**src/rtl/decim_filt.sv**
```systemverilog
// Decimation filter: averages a packed frame of RATIO unsigned samples into one sample
// with a serial accumulator. Define DECIM_ROUND_EN for round-half-up instead of truncation.
module decim_filt #(
    parameter int SAMPLE_W = 4,
    parameter int RATIO    = 4
) (
    input  logic                         clk,
    input  logic                         rst,
    input  logic [SAMPLE_W*RATIO-1:0]    in_data,
    input  logic                         in_valid,
    output logic                         in_ready,
    output logic [SAMPLE_W-1:0]          out_data,
    output logic                         out_valid,
    input  logic                         out_ready,
    output logic                         busy
);
    localparam int LOG2  = $clog2(RATIO);
    localparam int ACC_W = SAMPLE_W + LOG2;
    localparam int IDX_W = LOG2;
    localparam logic [IDX_W-1:0] LAST_IDX = IDX_W'(RATIO - 1);

    typedef enum logic [1:0] {IDLE, ACC, OUT} state_t;

    state_t                      state_reg, state_next;
    logic [ACC_W-1:0]            acc_reg, acc_next;
    logic [IDX_W-1:0]            idx_reg, idx_next;
    logic [SAMPLE_W*RATIO-1:0]   frame_reg, frame_next;
    logic [SAMPLE_W-1:0]         out_data_reg, out_data_next;

    logic [SAMPLE_W-1:0]         samples [RATIO];
    logic [ACC_W-1:0]            sum_full;
    logic [SAMPLE_W-1:0]         avg;

    genvar gi;
    generate
        for (gi = 0; gi < RATIO; gi++) begin : g_unpack
            assign samples[gi] = frame_reg[gi*SAMPLE_W +: SAMPLE_W];
        end
    endgenerate

    assign sum_full = acc_reg + ACC_W'(samples[idx_reg]);

`ifdef DECIM_ROUND_EN
    // Offset cannot overflow ACC_W: max sum is RATIO*(2^SAMPLE_W-1), plus RATIO/2.
    logic [ACC_W-1:0] rounded;
    logic [LOG2-1:0]  unused_round_bits;
    assign rounded           = sum_full + ACC_W'(RATIO / 2);
    assign avg               = rounded[ACC_W-1:LOG2];
    assign unused_round_bits = rounded[LOG2-1:0];
`else
    assign avg = sum_full[ACC_W-1:LOG2];
`endif

    always_ff @(posedge clk or posedge rst) begin
        if (rst) begin
            state_reg    <= IDLE;
            acc_reg      <= '0;
            idx_reg      <= '0;
            frame_reg    <= '0;
            out_data_reg <= '0;
        end else begin
            state_reg    <= state_next;
            acc_reg      <= acc_next;
            idx_reg      <= idx_next;
            frame_reg    <= frame_next;
            out_data_reg <= out_data_next;
        end
    end

    always_comb begin
        state_next    = state_reg;
        acc_next      = acc_reg;
        idx_next      = idx_reg;
        frame_next    = frame_reg;
        out_data_next = out_data_reg;
        case (state_reg)
            IDLE: begin
                if (in_valid) begin
                    frame_next = in_data;
                    acc_next   = '0;
                    idx_next   = '0;
                    state_next = ACC;
                end
            end
            ACC: begin
                acc_next = sum_full;
                idx_next = idx_reg + IDX_W'(1);
                if (idx_reg == LAST_IDX) begin
                    out_data_next = avg;
                    state_next    = OUT;
                end
            end
            OUT: begin
                if (out_ready) state_next = IDLE;
            end
            default: state_next = IDLE;
        endcase
    end

    // in_ready is gated by rst so it drops the moment reset is asserted.
    assign in_ready  = (state_reg == IDLE) && !rst;
    assign busy      = (state_reg != IDLE);
    assign out_valid = (state_reg == OUT);
    assign out_data  = out_data_reg;
endmodule

```
**config.mk**
```make
export PLATFORM = sky130hd
export DESIGN_NAME = decim_filt
export DESIGN_NICKNAME = d
export VERILOG_FILES = /design/src/rtl/decim_filt.sv
export SDC_FILE = /design/constraint.sdc
export NUM_CORES = 1
export LEC_CHECK = 0
export CAP_MARGIN = 20
export CORE_ASPECT_RATIO = 1.1
export CORE_MARGIN = 5
export CORE_UTILIZATION = 55
export DETAILED_ROUTE_END_ITERATION = 10
export PLACE_DENSITY = 0.8
export SETUP_SLACK_MARGIN = 0.15
export SLEW_MARGIN = 40
export SYNTH_ARGS = -nofsm -noshare
export SYNTH_HDL_FRONTEND = slang
export SYNTH_SLANG_ARGS = --single-unit
```
**constraint.sdc**
```tcl
create_clock -name clk -period 4.3 [get_ports clk]
set_input_delay 0.43 -clock clk [delete_from_list [all_inputs] [get_ports clk]]
set_output_delay 0.43 -clock clk [all_outputs]
set_load 0.02 [all_outputs]
```
==> results of run 1 <==
-- stage by stage --
step / hold slack, ns / area, µm² / power (W)
after global routing: 0.5190 / 1821 / 0.001605
after global placement: 0.4576 / 1742 / 0.001219
after detailed placement: 0.4706 / 1742 / 0.001268
after CTS: 0.4922 / 1821 / 0.001485
after floorplan: 0.4403 / 1470 / 0.001071
final: 0.4873 / 1821 / 0.001481
-- how the worst max path moves through the flow --
stage,end,slack [ns],from
global route,acc_reg[4],1.88,idx_reg[1]
finish,out_data[2],2.04,idx_reg[1]
detailed placement,acc_reg[4],2.08,idx_reg[1]
CTS,out_data[2],2.03,idx_reg[1]
global placement,acc_reg[3],2.13,idx_reg[0]
floorplan,out_data[1],2.22,idx_reg[0]
-- layout by cell type (no fill, tap or decap) --
| cell type | Yosys | routed |
|---|---|---|
| nand2_1 | 59 | 59 |
| dfrtp_1 | 30 | 30 |
| clkdlybuf4s50_1 | 0 | 26 |
| o21ai_1 | 9 | 9 |
| nor2_1 | 6 | 6 |
| inv_1 | 7 | 6 |
| ha_1 | 5 | 5 |
| clkbuf_4 | 0 | 5 |
| mux4_2 | 4 | 4 |
| nand3_1 | 4 | 4 |
| xnor2_1 | 3 | 3 |
| nand2b_1 | 3 | 3 |
| a21oi_1 | 3 | 3 |
| o21ai_0 | 3 | 3 |
| clkbuf_8 | 0 | 3 |
| nand2_2 | 2 | 2 |
| a31oi_1 | 2 | 2 |
| nor3b_4 | 1 | 1 |
| and2b_1 | 1 | 1 |
| a211oi_2 | 1 | 1 |
| o31ai_4 | 1 | 1 |
| o21ai_2 | 1 | 1 |
| inv_2 | 0 | 1 |
| or2_0 | 1 | 1 |
| xor2_1 | 1 | 1 |
| fa_1 | 1 | 1 |
-- cells by family after synthesis --
| family | after synthesis |
|---|---|
| XOR/XNOR | 4 |
| buffers and inverters | 12 |
| flip-flops | 30 |
| adder cells (fa/ha/maj) | 6 |
| AO/OA/AOI/OAI | 20 |
| AND/OR/NAND/NOR | 77 |
| multiplexers | 4 |
-- routing by layer --
metal  vias to the layer above  routed length (µm)
li1                        558                   -
met1                       533                1225
met2                        40                1522
met3                        18                 199
met4                         0                 155
met5                         -                   0
-- Yosys cell counts (2+ instances only) --
| cell | number | share of area |
|---|---|---|
| nand2_1 | 59 | 0.15 |
| dfrtp_1 | 30 | 0.51 |
| o21ai_1 | 9 | 0.031 |
| inv_1 | 7 | 0.018 |
| nor2_1 | 6 | 0.015 |
| ha_1 | 5 | 0.043 |
| buf_2 | 4 | 0.014 |
| mux4_2 | 4 | 0.061 |
| nand3_1 | 4 | 0.014 |
| a21oi_1 | 3 | 0.010 |
| nand2b_1 | 3 | 0.013 |
| o21ai_0 | 3 | 0.010 |
| xnor2_1 | 3 | 0.018 |
| a31oi_1 | 2 | 0.0085 |
| nand2_2 | 2 | 0.0085 |
-- layout make-up --
cell class / instances / area share
inverters: 7 / 0.01443
multi-input cells: 111 / 0.3656
well taps: 31 / 0.02131
repair buffers: 26 / 0.1430
flip-flops and latches: 30 / 0.4124
clock buffers: 8 / 0.04330
-- power breakdown --
part / total [W] / internal (W) / switching, W
logic: 0.000738 / 0.000325 / 0.000413
clock network: 0.000213 / 0.000112 / 0.000101
registers: 0.000529 / 0.000417 / 0.000113
total: 0.00148 / 0.000854 / 0.000627
-- worst reg2reg max path: stages (launching register included) --
cell,delay [ns]
dfrtp_1,0.47
mux4_2,0.38
ha_1,0.19
inv_1,0.07
fa_1,0.39
nand2b_1,0.16
a21oi_1,0.26
xnor2_1,0.17
o21ai_1,0.07
==> Implementation_results.wiki, run 1 <==
{| class="wikitable"
! Metric !! Value
|-
| Die H || 64.23 µm
|-
| Min Tclk post-route || 2.264 ns
|-
| Total number of H-tree levels || 2
|-
| Cell family with most CP delay || adder cells
|-
| Initial DRC count || 52
|-
| Share of post-route cells with drive strength above 1 || 0.1044
|-
| Synth Instances || 153
|-
| Slowest cell on the critical path || dfrtp_1
|-
| Setup tns final || 0 ns
|-
| Overflow left after global routing || 0
|-
| Number of setup buffers added after CTS || 0
|-
| Dominant combinational cell family by area after synthesis || simple AND/OR/NAND/NOR gates
|-
| Most common flop cell mapped by yosys || dfrtp_1
|-
| Leakage power summed over all cells || 0.8572 nW
|-
| Number of I/O port buffers || 26
|-
| Area overhead of the layout relative to synthesis || 23.83%
|-
| Placeable Area || 2544 µm²
|-
| Fraction of the mapped netlist area in adder cells || 0.05617
|-
| Area used by multi-input combinational logic || 665.6 µm²
|-
| Clock slew seen by the registers of the worst setup and hold paths || 0.10 ns
|-
| Number of rows in the core area || 19
|-
| Met3 demand-to-capacity share in global routing || 0.07646
|-
| Total number of clock tree sinks || 30
|-
| Resized cells post-CTS || 0
|-
| Hold buffers post-CTS || 0
|-
| Clock Latency Late Sink || 0.34 ns
|-
| Mux contribution to synthesized area || 0.06128
|-
| Data required time at the worst endpoint || 4.53 ns
|-
| Area of the mapped netlist || 1470 µm²
|-
| Max FFs per register || 16
|-
| Minimum setup slack after placement || 2.078 ns
|-
| Worst-case clock buffer depth || 2
|-
| Compound-cell area share of the yosys netlist || 0.08851
|-
| Hold-critical path endpoint || frame_reg[3]
|-
| Post-layout net count || 207
|-
| Vias after detailed routing || 1,149
|-
| Max Clock Skew || 0.01174 ns
|-
| Arr. time, crit path || 2.50 ns
|-
| Count of max-cap constraint violations || 0
|-
| R2R depth || 8
|-
| Number of antenna violations at the first check in global routing || 0
|-
| Final slew viol count || 0
|-
| Highest clock frequency the design can meet || 0.4416 GHz
|-
| Setup WS post-layout || 2.036 ns
|-
| Pin count of the biggest net entering global routing || 31
|-
| Global-route layer with the greatest usage || met2
|-
| Min-delay src || frame_reg[3]
|-
| Mean instance size in the synthesized netlist || 9.609 µm²
|-
| Classification of the worst-slack hold path || reg2reg
|-
| Setup violation total in the final timing report || 0
|-
| RR Startpoint || idx_reg[1]
|-
| First-pass GRT wire length || 5361 µm
|-
| Final hold violation count || 0
|-
| Aggregate global-route resource usage || 0.1876
|-
| Placed Instances || 205
|-
| Final routed DRC violation total || 0
|-
| Proportion of synthesized chip area in sequential cells || 0.5106
|-
| DRT antenna net count || 0
|-
| Total length of routed wires || 3102 µm
|-
| Final Util || 0.7157
|-
| Category of the worst setup path launch point || flip-flop
|-
| Inserted Clock Buffers || 5
|-
| Final cell count without fillers || 213
|-
| TritonCTS clock tree || built
|-
| Post-synth cell types || 24
|-
| Sequential cell area || 750.7 µm²
|-
| FILL cells || 186
|-
| Power Dens Cells || 813.2 nW/µm²
|-
| Synth warnings || 0
|-
| Asr flop ratio synth || 1.000
|-
| Max_slew headroom || 0.5211
|-
| Width of the die || 59.30 µm
|-
| Vias per std cell || 5.394
|-
| Fraction of the mapped netlist area in simple logic gates || 0.2230
|-
| Critical path's largest stage delay || 0.47 ns
|-
| Root Buffer Master || clkbuf_4
|-
| Routed WL per cell || 14.56 µm
|-
| Transition time of the tightest slew-check pin || 0.7176 ns
|-
| Worst ir drop on vdd || 0.0005423 V
|-
| RD Place Congestion || 0.8229
|-
| I/O pin total || 27
|-
| Fraction of synthesized cell area in xor and xnor cells || 0.02383
|-
| Synth Register Bits || 30
|-
| End of the worst register-to-register path || out_data[2]
|-
| Maximum fanout count along the critical path || 6
|-
| Levels on crit path || 8
|-
| Met1 GRT Util || 0.2122
|-
| First-pass detailed-route iteration total || 4
|-
| Initial Util || 0.5780
|-
| Detail Placement HPWL || 2250 µm
|-
| Setup repair after global routing missed its margin || no
|-
| Vias in the first global route || 1,236
|-
| Floorplan die area || 3808 µm²
|-
| Diode count || 0
|-
| Run status || finished, final reports clean
|-
| Critical path cell sequence || mux4_2 -> ha_1 -> inv_1 -> fa_1 -> nand2b_1 -> a21oi_1 -> xnor2_1 -> o21ai_1
|-
| Portion of the clock cycle consumed by the worst path in the final layout || 0.5266
|-
| Instance count along the most critical hold path || 2
|-
| Net count after synthesis || 179
|-
| Type of the setup path with the least slack || reg2reg
|-
| Crit path capture type || flip-flop
|-
| Worst path bufs/invs || 1
|-
| Global routing met2 resource utilization || 0.2910
|-
| Number of synthesized flops with an enable pin || 0
|-
| FF-to-FF setup slack || 2.04 ns
|}
No activity file was read; power rests on OpenSTA's default activity.
==> run 2, diff against run 1 <==
--- a/config.mk
+++ b/config.mk
@@ -8,9 +8,9 @@
 export CAP_MARGIN = 20
 export CORE_ASPECT_RATIO = 1.1
 export CORE_MARGIN = 5
-export CORE_UTILIZATION = 55
+export CORE_UTILIZATION = 51
 export DETAILED_ROUTE_END_ITERATION = 10
-export PLACE_DENSITY = 0.8
+export PLACE_DENSITY = 0.75
 export SETUP_SLACK_MARGIN = 0.15
 export SLEW_MARGIN = 40
 export SYNTH_ARGS = -nofsm -noshare
==> constraint.sdc (replaced) <==
create_clock -name clk -period 2.4 [get_ports clk]
set_input_delay 0.24 -clock clk [delete_from_list [all_inputs] [get_ports clk]]
set_output_delay 0.24 -clock clk [all_outputs]
set_load 0.02 [all_outputs]
==> Implementation_results.wiki, run 2 (same netlist as run 1, synthesis figures left out) <==
{| class="wikitable"
! Metric !! Value
|-
| Hold buffers post-CTS || 0
|-
| Data required time at the worst endpoint || 2.63 ns
|-
| Portion of the clock cycle consumed by the worst path in the final layout || 0.8865
|-
| Pin count of the biggest net entering global routing || 31
|-
| DRT antenna net count || 0
|-
| Max FFs per register || 16
|-
| Final Util || 0.6676
|-
| Total number of H-tree levels || 2
|-
| Post-layout power || 0.002631 W
|-
| Placed standard-cell area || 1767 µm²
|-
| End of the worst register-to-register path || out_data[3]
|-
| Clock Latency Late Sink || 0.33 ns
|-
| Vias in the first global route || 1,150
|-
| Arr. time, crit path || 2.36 ns
|-
| Highest clock frequency the design can meet || 0.4700 GHz
|-
| Final hold violation count || 0
|-
| Count of max-cap constraint violations || 0
|-
| RD Place Congestion || 0.8233
|-
| Number of rows in the core area || 20
|-
| R2R depth || 7
|-
| Final routed DRC violation total || 0
|-
| Run status || finished, final reports clean
|-
| RR Startpoint || idx_reg[0]
|-
| Critical path's largest stage delay || 0.49 ns
|-
| Initial Util || 0.5293
|-
| Final slew viol count || 0
|-
| Width of the die || 61.19 µm
|-
| Routed WL per cell || 13.23 µm
|-
| Sequential fraction of design power || 0.352
|-
| Power Dens Cells || 1419 nW/µm²
|-
| Area of all placed cells without fillers || 1854 µm²
|-
| Area used by multi-input combinational logic || 689.4 µm²
|-
| Leakage power summed over all cells || 0.8710 nW
|-
| Total number of clock tree sinks || 30
|-
| First-pass GRT wire length || 5023 µm
|-
| Critical path cell sequence || buf_4 -> mux4_2 -> ha_1 -> nand2_2 -> o31ai_4 -> xnor2_1 -> o21ai_2
|-
| Clock slew seen by the registers of the worst setup and hold paths || 0.09 ns
|-
| Leading cell types in the layout, fill and taps excluded || 59 x nand2_1, 29 x dfrtp_1, 26 x clkdlybuf4s50_1
|-
| Number of antenna violations at the first check in global routing || 0
|-
| Number of I/O port buffers || 26
|-
| Vias per std cell || 5.100
|-
| FF-to-FF setup slack || 0.27 ns
|-
| Clk network pwr share || 0.103
|-
| Floorplan die area || 4058 µm²
|-
| Placed Instances || 210
|-
| Category of the worst setup path launch point || flip-flop
|-
| Aggregate global-route resource usage || 0.1734
|-
| Sw power || 0.001122 W
|-
| Overflow left after global routing || 0
|-
| Initial DRC count || 13
|-
| Diode count || 0
|-
| Total length of routed wires || 2897 µm
|-
| Post-layout net count || 212
|-
| Setup violation total in the final timing report || 0
|-
| Internal power contribution || 0.001509 W
|-
| Crit path capture type || flip-flop
|-
| Worst path bufs/invs || 1
|-
| Final cell count without fillers || 219
|-
| TritonCTS clock tree || built
|-
| Most frequent standard cell in the layout excluding fill and tap cells || nand2_1
|-
| Worst ir drop on vdd || 0.0008098 V
|-
| Cell family with most CP delay || multiplexers
|-
| Share of post-route cells with drive strength above 1 || 0.1344
|-
| Setup repair after global routing missed its margin || no
|-
| Inserted Clock Buffers || 5
|-
| Detail Placement HPWL || 2100 µm
|-
| Min Tclk post-route || 2.128 ns
|-
| Transition time of the tightest slew-check pin || 0.7366 ns
|-
| FILL cells || 231
|-
| I/O pin total || 27
|-
| Maximum fanout count along the critical path || 6
|-
| Classification of the worst-slack hold path || in2async
|-
| Area overhead of the layout relative to synthesis || 26.13%
|-
| Max_slew headroom || 0.5077
|-
| Root Buffer Master || clkbuf_4
|-
| Vias after detailed routing || 1,117
|-
| Worst-case clock buffer depth || 2
|-
| First-pass detailed-route iteration total || 4
|-
| Sw Share || 0.4264
|-
| Type of the setup path with the least slack || reg2reg
|-
| Max Clock Skew || 0.01165 ns
|-
| Sequential cell area || 752.0 µm²
|-
| Placeable Area || 2778 µm²
|-
| Setup tns final || 0 ns
|-
| Slowest cell on the critical path || mux4_2
|-
| Power share of the combinational group || 0.545
|-
| Die H || 66.31 µm
|}
==> run 2: area by class of cell <==
| cell class | count | share of cell area |
|---|---|---|
| clock buffers | 5 | 0.02024 |
| well taps | 33 | 0.02227 |
| inverters | 7 | 0.01417 |
| repair buffers | 31 | 0.1606 |
| multi-input cells | 111 | 0.3718 |
| clock inverters | 2 | 0.005398 |
| flip-flops and latches | 30 | 0.4055 |
==> run 2: metrics by stage <==
stage | setup slack, ns | hold WS, ns
2_1_floorplan | 0.3233 | 0.3308
5_1_grt | 0.1467 | 0.3595
3_3_place_gp | 0.2156 | 0.4539
6_report | 0.2725 | 0.3039
3_5_place_dp | 0.1243 | 0.4619
4_1_cts | 0.1861 | 0.3196
==> run 2: worst min-delay path, delay by kind of cell <==
kind / cells / cell delay [ns]
buf+inv: 3 / 0.82
==> run 2: worst max-delay path by stage <==
stage                        endpoint  cells after the start  slack, ns        from
after floorplan           out_data[1]                      7       0.32  idx_reg[0]
after CTS                  acc_reg[3]                      6       0.19  idx_reg[0]
after global placement     acc_reg[3]                      6       0.22  idx_reg[0]
after detailed placement   acc_reg[3]                      6       0.12  idx_reg[0]
final                     out_data[3]                      7       0.27  idx_reg[0]
after global routing      out_data[3]                      7       0.15  idx_reg[0]
==> run 2: power groups by stage <==
stage / registers (W) / logic (W) / clock network, W
after global placement: 0.000924 / 0.00127 / 0
after floorplan: 0.000907 / 0.00101 / 0
final: 0.000926 / 0.00143 / 0.000272
after detailed placement: 0.000937 / 0.00133 / 0
after global routing: 0.000959 / 0.00163 / 0.000300
after CTS: 0.000928 / 0.00134 / 0.000274
==> run 2: routing by layer <==
metal,up-vias,part of all wire,wire length [µm],track usage
li1,565,-,-,-
met1,524,0.42,1229,0.1982
met2,23,0.52,1493,0.2910
met3,5,0.043,126,0.06641
met4,0,0.016,47,0.05691
met5,-,0,0,0
==> run 2: what timing repair did <==
item	in CTS	in global routing
setup endpoints to repair	3	6
buffers inserted	0	2
pin swaps	0	2
endpoints found under the hold margin	0	0
resized for setup	1	5
